### src/rtl/pipeif_fetch.sv
// Instruction-fetch stage: PC register, next-PC selection with one-entry redirect buffer,
// and multi-cycle instruction-memory handshake with a HOLD buffer for ID-stage stalls.
module pipeif_fetch #(
   parameter logic [31:0] RESET_PC = 32'h0000_0000,
   parameter logic [31:0] NOP_WORD = 32'h0000_0000
) (
   input  logic        clk,
   input  logic        clr,
   input  logic        wpcir,
   input  logic [1:0]  pcsource,
   input  logic [31:0] bpc,
   input  logic [31:0] rpc,
   input  logic [31:0] jpc,
   output logic        imem_req,
   output logic [31:0] imem_addr,
   input  logic [31:0] imem_rdata,
   input  logic        imem_ready,
   output logic [31:0] pc,
   output logic [31:0] pc4,
   output logic [31:0] ins,
   output logic        ins_valid
);

   typedef enum logic [0:0] {ST_RUN = 1'b0, ST_HOLD = 1'b1} state_t;

   state_t      state_q, state_d;
   logic [31:0] pc_q, pc_d;
   logic [31:0] pend_pc_q, pend_pc_d;
   logic        pend_valid_q, pend_valid_d;
   logic [31:0] hold_q, hold_d;

   logic        redirect_s;
   logic [31:0] target_s;
   logic [31:0] pc4_s;
   logic [31:0] next_pc_s;
   logic        advance_s;

   // Redirect target select and next-PC choice.
   always_comb begin
      target_s = pc4_s;
      case (pcsource)
         2'b01:   target_s = bpc;
         2'b10:   target_s = rpc;
         2'b11:   target_s = jpc;
         default: target_s = pc4_s;
      endcase
      redirect_s = (pcsource != 2'b00);
      pc4_s      = pc_q + 32'd4;
      if (pend_valid_q) begin
         next_pc_s = pend_pc_q;
      end else if (redirect_s) begin
         next_pc_s = target_s;
      end else begin
         next_pc_s = pc4_s;
      end
   end

   // Next-state, handshake and delivery outputs.
   always_comb begin
      state_d      = state_q;
      pc_d         = pc_q;
      pend_pc_d    = pend_pc_q;
      pend_valid_d = pend_valid_q;
      hold_d       = hold_q;
      advance_s    = 1'b0;
      imem_req     = 1'b0;
      ins          = NOP_WORD;
      ins_valid    = 1'b0;
      case (state_q)
         ST_RUN: begin
            // imem_req drops while clr is held even though the state reads RUN.
            imem_req = !clr;
            if (imem_ready && !clr) begin
               ins       = imem_rdata;
               ins_valid = 1'b1;
               if (wpcir) begin
                  advance_s = 1'b1;
               end else begin
                  hold_d  = imem_rdata;
                  state_d = ST_HOLD;
               end
            end else begin
               ins       = NOP_WORD;
               ins_valid = 1'b0;
            end
         end
         ST_HOLD: begin
            ins       = hold_q;
            ins_valid = 1'b1;
            if (wpcir) begin
               advance_s = 1'b1;
               state_d   = ST_RUN;
            end else begin
               state_d = ST_HOLD;
            end
         end
         default: begin
            state_d = ST_RUN;
         end
      endcase
      // A redirect raised on the delivering cycle is consumed directly by next_pc_s.
      if (advance_s) begin
         pc_d         = next_pc_s;
         pend_valid_d = 1'b0;
      end else if (!pend_valid_q && redirect_s) begin
         pend_pc_d    = target_s;
         pend_valid_d = 1'b1;
      end else begin
         pend_valid_d = pend_valid_q;
      end
   end

   // State and datapath registers.
   always_ff @(posedge clk or posedge clr) begin
      if (clr) begin
         state_q      <= ST_RUN;
         pc_q         <= RESET_PC;
         pend_pc_q    <= 32'h0000_0000;
         pend_valid_q <= 1'b0;
         hold_q       <= 32'h0000_0000;
      end else begin
         state_q      <= state_d;
         pc_q         <= pc_d;
         pend_pc_q    <= pend_pc_d;
         pend_valid_q <= pend_valid_d;
         hold_q       <= hold_d;
      end
   end

   assign pc        = pc_q;
   assign pc4       = pc4_s;
   assign imem_addr = pc_q;

endmodule

### config.mk
export PLATFORM = sky130hd
export DESIGN_NAME = pipeif_fetch
export DESIGN_NICKNAME = d
export VERILOG_FILES = /design/src/rtl/pipeif_fetch.sv
export SDC_FILE = /design/constraint.sdc
export NUM_CORES = 1
export LEC_CHECK = 0
export BUFFER_PORTS_ARGS = -buffer_cell sky130_fd_sc_hd__buf_2
export CAP_MARGIN = 20
export CORE_ASPECT_RATIO = 0.7
export CORE_MARGIN = 1.5
export CORE_UTILIZATION = 45
export CTS_CLUSTER_SIZE = 30
export DETAILED_ROUTE_END_ITERATION = 10
export PLACE_DENSITY = 0.78
export REMOVE_ABC_BUFFERS = 1
export SYNTH_ARGS = -nofsm -noshare
export SYNTH_HDL_FRONTEND = slang
export SYNTH_SLANG_ARGS = --single-unit
export TNS_END_PERCENT = 30
### constraint.sdc
create_clock -name clk -period 3.95 [get_ports clk]
set_input_delay 0.79 -clock clk [delete_from_list [all_inputs] [get_ports clk]]
set_output_delay 0.79 -clock clk [all_outputs]
set_load 0.02 [all_outputs]
-- After elaboration in Yosys (flattened, before gate mapping)
Cells that the tools add are included.
- muxes and demuxes: 16
- magnitude comparators: 0
- reductions and logical operators: 8
- shifts and indexed selects: 0
- $mul: 0
- add/subtract/negate cells: 1
- divide/modulo/power cells: 0
- bitwise operators: 3
- equal/unequal tests: 3
- operators with widths (operator ; number):
    two-way mux 32 bit ; 3
    one-hot mux 32 bit (3 select lines) ; 1
    one-hot mux 32 bit (2 select lines) ; 1
    adder 32 x 3 -> 32 bit (second input constant) ; 1
    two-way mux 1 bit ; 8
    one-hot mux 1 bit (2 select lines) ; 3
    == test 2 bit (second input constant) ; 2
    nonzero test 2 bit ; 2
    NOT 1 bit ; 3
    AND reduction 3 bit ; 1
    == test 2 x 1 -> 1 bit (second input constant) ; 1
    logical AND 1 bit ; 2
    zero test 1 bit ; 2
    AND reduction 2 bit ; 1
- flip-flop bits (word level): 98
- bits of input ports: 134
- memories: 0
- logic and storage cells: 36
- bits in latches: 0
- RAM bits: 0
- output and inout bits: 130
- memory bits (read-only): 0

-- Depth between registers and ports, before layout
- depth after elaboration: 6
- mapped depth: 8
- gate-level depth less buffers: 6

-- Worst setup path before layout
Ideal clock, no wire load.
- path kind: register to output
- from: register pc_q[2] (netlist: imem_addr[2])
- to: output pc4[30]
- path buffers: 0
- required time: 3.160 ns
- data arrival time: 2.086 ns
- stages on the path, launching flop included: 6
- slack: 1.074 ns
- cells stage by stage: dfrtp_1 ha_1 nand4_1 nor4_1 nand4_1 xnor2_1
- cells in the longest elaborated chain, start to end: 1
- RTL lines (element ; RTL line ; RTL):
    start, declared ; 27 ; logic [31:0] pc_q, pc_d;
    start signal, assigned ; 123 ; pc_q <= pc_d;
    adder 32 x 3 -> 32 bit ; 48 ; pc4_s = pc_q + 32'd4;
    end, declared ; 19 ; output logic [31:0] pc4,
No other way between the ends.

-- Worst setup path in the final report
- from: register pc_q[2] (netlist: imem_addr[2])
- to: output pc4[26]
Same word-level chain as after synthesis.

==> key figures <==
Routing
  – Via total after detailed routing: 6,134
  – DRT iter0 DRCs: 364
  – Remaining antenna violation count after routing: 0
  – DRC violations left: 0
  – Detailed Route WL: 18.94 mm
  – Number of detailed-routing iterations run before antenna repair: 5
  – Drt via density: between 5 and 6
  – Average wire per cell in the routed design: about 17 um

Pwr
  – Flop pwr share: 0.400
  – Reported leakage power: 3.765 nW
  – Portion of total power attributed to combinational logic: 0.389
  – Net load switching power: 1.591 mW
  – Internal Dissipation: 2.313 mW
  – Worst IR drop on VDD: 241.4 uV
  – Clock network fraction of total power: 0.211
  – Final total power: 3.905 mW
  – Power density over the cells: 495.9 nW/um^2
  – Switching fraction of total power: 0.4075

Place
  – Worst slack after detailed placement: 0.7566 ns
  – Placed instance area: about 7600 um^2
  – Routability Congestion: 0.8084
  – Number of instances in the placed design: 1,078
  – Post-detailed-placement half-perimeter wirelength: roughly 14 mm
  – Count of buffers from port buffering: 263

Synthesis
  – Most used flip-flop cell after synthesis: sky130_fd_sc_hd__dfrtp_1
  – EDFF count, synth: 0
  – Largest family of logic cells by synthesized area: compound AO/OA/AOI/OAI gates
  – Compound-cell area share of the yosys netlist: 0.2302
  – Gate count after technology mapping: 694
  – Simple-gate share of the synthesized area: 0.1449
  – Sequential-to-total area share from yosys stat: 0.3859
  – Mean post-synth cell area: 9.157 um^2
  – Adder-cell share of the synthesized area: 0.001969
  – Fraction of synthesized area in multiplexers: 0.1175
  – Flops & latches, synth: 98
  – Count of distinct cell types in the synthesized netlist: 56
  – Post-synthesis xor/xnor area fraction: 0.03859
  – Syn. warnings: 0
  – Cell area after synthesis: ~6400 um^2
  – Share of async-settable or async-resettable flops after synthesis: 1.000

Clocking
  – Clock buffer count from CTS: 9
  – Root Driver: sky130_fd_sc_hd__clkbuf_16
  – Post-CTS Resized: 0
  – Quantity of hold-fixing buffers added after cts: 0
  – Buffers inserted by post-CTS timing repair: 0
  – Clock sink count: 98
  – Clock-pin transition on the worst setup and hold timing paths: roughly 0.070 ns
  – Clk Latency, worst-skew pair: 0.34 ns
  – H-tree lvl count: 3
  – TritonCTS clock tree: yes
  – Buffer depth of the longest clock path: 2

Floorplanning
  – I/O pin count: approximately 260
  – Site row count: 36
  – Initial Util: 0.4581
  – Total die area: 14,860 um^2
  – Die boundary height: 102.4 um
  – Overall die width: 145.0 um
  – Placeable Area: 13,870 um^2

Run
  – Count of max-cap constraint violations: 0

Timing
  – Unrepaired setup endpoints after global routing: false
  – Final period utilization: 0.8815
  – Minimum clock period: 3.482 ns
  – Worst slew margin: 0.4595
  – Number of pins exceeding their max-slew limit in the final report: 0
  – Total count of hold-check failures in the final report: 0
  – Minimum hold slack: 0.4790 ns
  – Sum of negative setup slack: 0 ns
  – Final Skew: about 0.0069 ns
  – PnR worst setup slack: between 0.4 and 0.5 ns
  – Transition time of the tightest slew-check pin: 0.8088 ns
  – Max Fclk: ~0.29 GHz
  – Total setup violations reported at the end of the flow: 0

Global routing
  – Initial antenna violation count: 0
  – First-pass GRT wire length: 29.48 mm
  – Combined global-route utilization of all metal layers: 0.2507
  – Number of global-route vias before repair: about 5,400
  – GR Overflow Total: 0
  – Pin count of the biggest net entering global routing: 62

Setup path
  – Critical path capture point type: output port
  – Startpoint of the worst setup timing path: imem_addr[2]$_DFFE_PP0P_
  – Launching element type of the critical path: flip-flop
  – Type of the worst setup path: flip-flop to output port
  – Critical path data required time: 3.16 ns
  – FF-to-FF Start: imem_addr[9]$_DFFE_PP0P_
  – R2R setup slack: 1.52 ns
  – Crit path max fanout: 7
  – Capturing point of the worst reg2reg path: imem_addr[31]$_DFFE_PP0P_
  – Critical path endpoint: pc4[26]
  – Critical Path AT: 2.69 ns
  – R2R depth: 5

Final layout
  – Final Non-Filler Cells: about 1,100
  – Number of nets in the final layout: 1,034
  – Top library cells by usage in the layout, fill and taps aside: sky130_fd_sc_hd__buf_2 (263), sky130_fd_sc_hd__dfrtp_1 (97), sky130_fd_sc_hd__nand2_1 (53), sky130_fd_sc_hd__o21ai_0 (53), sky130_fd_sc_hd__a21oi_1 (48)
  – Fillers: 1,296
  – Commonest non-fill, non-tap cell in the layout: sky130_fd_sc_hd__buf_2
  – Core Util, Final: 0.5676
  – Fin area: just under 8000 um^2
  – Inserted Diodes: 0
  – Share of cells above drive strength 1: 0.3976
  – Synthesis-to-layout area growth: 23.90%

Outcome
  – Result of the run: finished clean

Worst hold path
  – Class of the tightest hold or removal check: flip-flop to flip-flop
==> power groups by stage <==
stage	combinational, mW	sequential (mW)	clock (mW)
2_1_floorplan	0.727	1.75	0
3_3_place_gp	1.50	1.57	0
3_5_place_dp	1.52	1.58	0
4_1_cts	1.52	1.56	0.836
5_1_grt	1.65	1.61	0.879
6_report	1.52	1.56	0.823
==> critical path, stage by stage (launching register included) <==
cell	delay [ns]
sky130_fd_sc_hd__dfrtp_1	0.48
sky130_fd_sc_hd__ha_1	0.32
sky130_fd_sc_hd__nand3_1	0.16
sky130_fd_sc_hd__nor2_1	0.55
sky130_fd_sc_hd__and3_1	0.36
sky130_fd_sc_hd__nand3_1	0.14
sky130_fd_sc_hd__xnor2_1	0.15
sky130_fd_sc_hd__buf_2	0.19
==> cell type report <==
class	instances	area [um^2]	area share
Clock inverter	3	15.01	0.001907
Clock buffer	12	256.5	0.03258
Sequential cell	98	2454	0.3116
Inverter	10	40.04	0.005085
Timing Repair Buffer	282	1459	0.1853
Tap cell	190	237.7	0.03019
Multi-Input combinational cell	498	3412	0.4333
==> worst min path at each step <==
stage          slack [ns]                   endpoint  cells past startpoint                      start
6_report             0.48  pend_pc_q[20]$_DFFE_PP0P_                      1  pend_pc_q[20]$_DFFE_PP0P_
2_1_floorplan        0.44  pend_pc_q[12]$_DFFE_PP0P_                      2  pend_pc_q[12]$_DFFE_PP0P_
4_1_cts              0.48   pend_pc_q[1]$_DFFE_PP0P_                      2   pend_pc_q[1]$_DFFE_PP0P_
3_3_place_gp         0.46   pend_pc_q[7]$_DFFE_PP0P_                      2   pend_pc_q[7]$_DFFE_PP0P_
3_5_place_dp         0.47  pend_pc_q[25]$_DFFE_PP0P_                      1  pend_pc_q[25]$_DFFE_PP0P_
5_1_grt              0.50  pend_pc_q[20]$_DFFE_PP0P_                      1  pend_pc_q[20]$_DFFE_PP0P_
==> synth_stat cells, types with 3 or more instances <==
master / count / area, um^2
sky130_fd_sc_hd__dfrtp_1: 98 / 2452
sky130_fd_sc_hd__nand2_1: 54 / 202.7
sky130_fd_sc_hd__o21ai_0: 53 / 265.3
sky130_fd_sc_hd__a21oi_1: 48 / 240.2
sky130_fd_sc_hd__mux2_2: 45 / 506.7
sky130_fd_sc_hd__nor2_1: 41 / 153.9
sky130_fd_sc_hd__clkbuf_1: 38 / 142.6
sky130_fd_sc_hd__buf_4: 35 / 262.8
sky130_fd_sc_hd__a22o_1: 33 / 289.0
sky130_fd_sc_hd__mux2i_1: 24 / 240.2
sky130_fd_sc_hd__a211oi_1: 19 / 142.6
sky130_fd_sc_hd__xnor2_1: 19 / 166.4
sky130_fd_sc_hd__nor2b_1: 16 / 100.1
sky130_fd_sc_hd__nand4_1: 14 / 87.58
sky130_fd_sc_hd__nand3_1: 13 / 65.06
sky130_fd_sc_hd__buf_2: 12 / 60.06
sky130_fd_sc_hd__a22oi_1: 11 / 82.58
sky130_fd_sc_hd__a221oi_1: 9 / 78.83
sky130_fd_sc_hd__and3_1: 9 / 56.30
sky130_fd_sc_hd__inv_1: 9 / 33.78
sky130_fd_sc_hd__xor2_1: 9 / 78.83
sky130_fd_sc_hd__nor3_1: 8 / 40.04
sky130_fd_sc_hd__a21o_1: 6 / 45.04
sky130_fd_sc_hd__and2_1: 6 / 37.54
sky130_fd_sc_hd__o2bb2ai_1: 6 / 52.55
sky130_fd_sc_hd__o22a_1: 5 / 43.79
sky130_fd_sc_hd__a2bb2oi_1: 4 / 35.03
sky130_fd_sc_hd__a41oi_1: 4 / 35.03
sky130_fd_sc_hd__nor4_1: 4 / 25.02
sky130_fd_sc_hd__buf_1: 3 / 11.26
sky130_fd_sc_hd__nand2b_1: 3 / 18.77
sky130_fd_sc_hd__nor3b_1: 3 / 22.52
sky130_fd_sc_hd__o21a_1: 3 / 22.52
sky130_fd_sc_hd__or2_2: 3 / 18.77
==> per-layer routing <==
metal | global-route usage | vias to the layer above | routed length [um]
met5 | 0 | - | 0
met4 | 0.04996 | 0 | 147
met3 | 0.04152 | 12 | 1121
met2 | 0.3890 | 222 | 8747
met1 | 0.3706 | 2976 | 8927
li1 | - | 2924 | -
==> registers in the layout (all words and copies together), names as in the netlist <==
name          flops
hold_q           32
imem_addr        32
pend_pc_q        32
pend_valid_q      1
state_q           1
==> kinds of logic (layout without fill, tap and decap cells) <==
family                   Yosys count  after routing
buffers and inverters             98            307
AND/OR/NAND/NOR                  183            183
flip-flops                        98             98
XOR/XNOR                          28             28
AO/OA/AOI/OAI                    217            217
adder cells (fa/ha/maj)            1              1
multiplexers                      69             69
No activity file was read; power rests on OpenSTA's default activity.
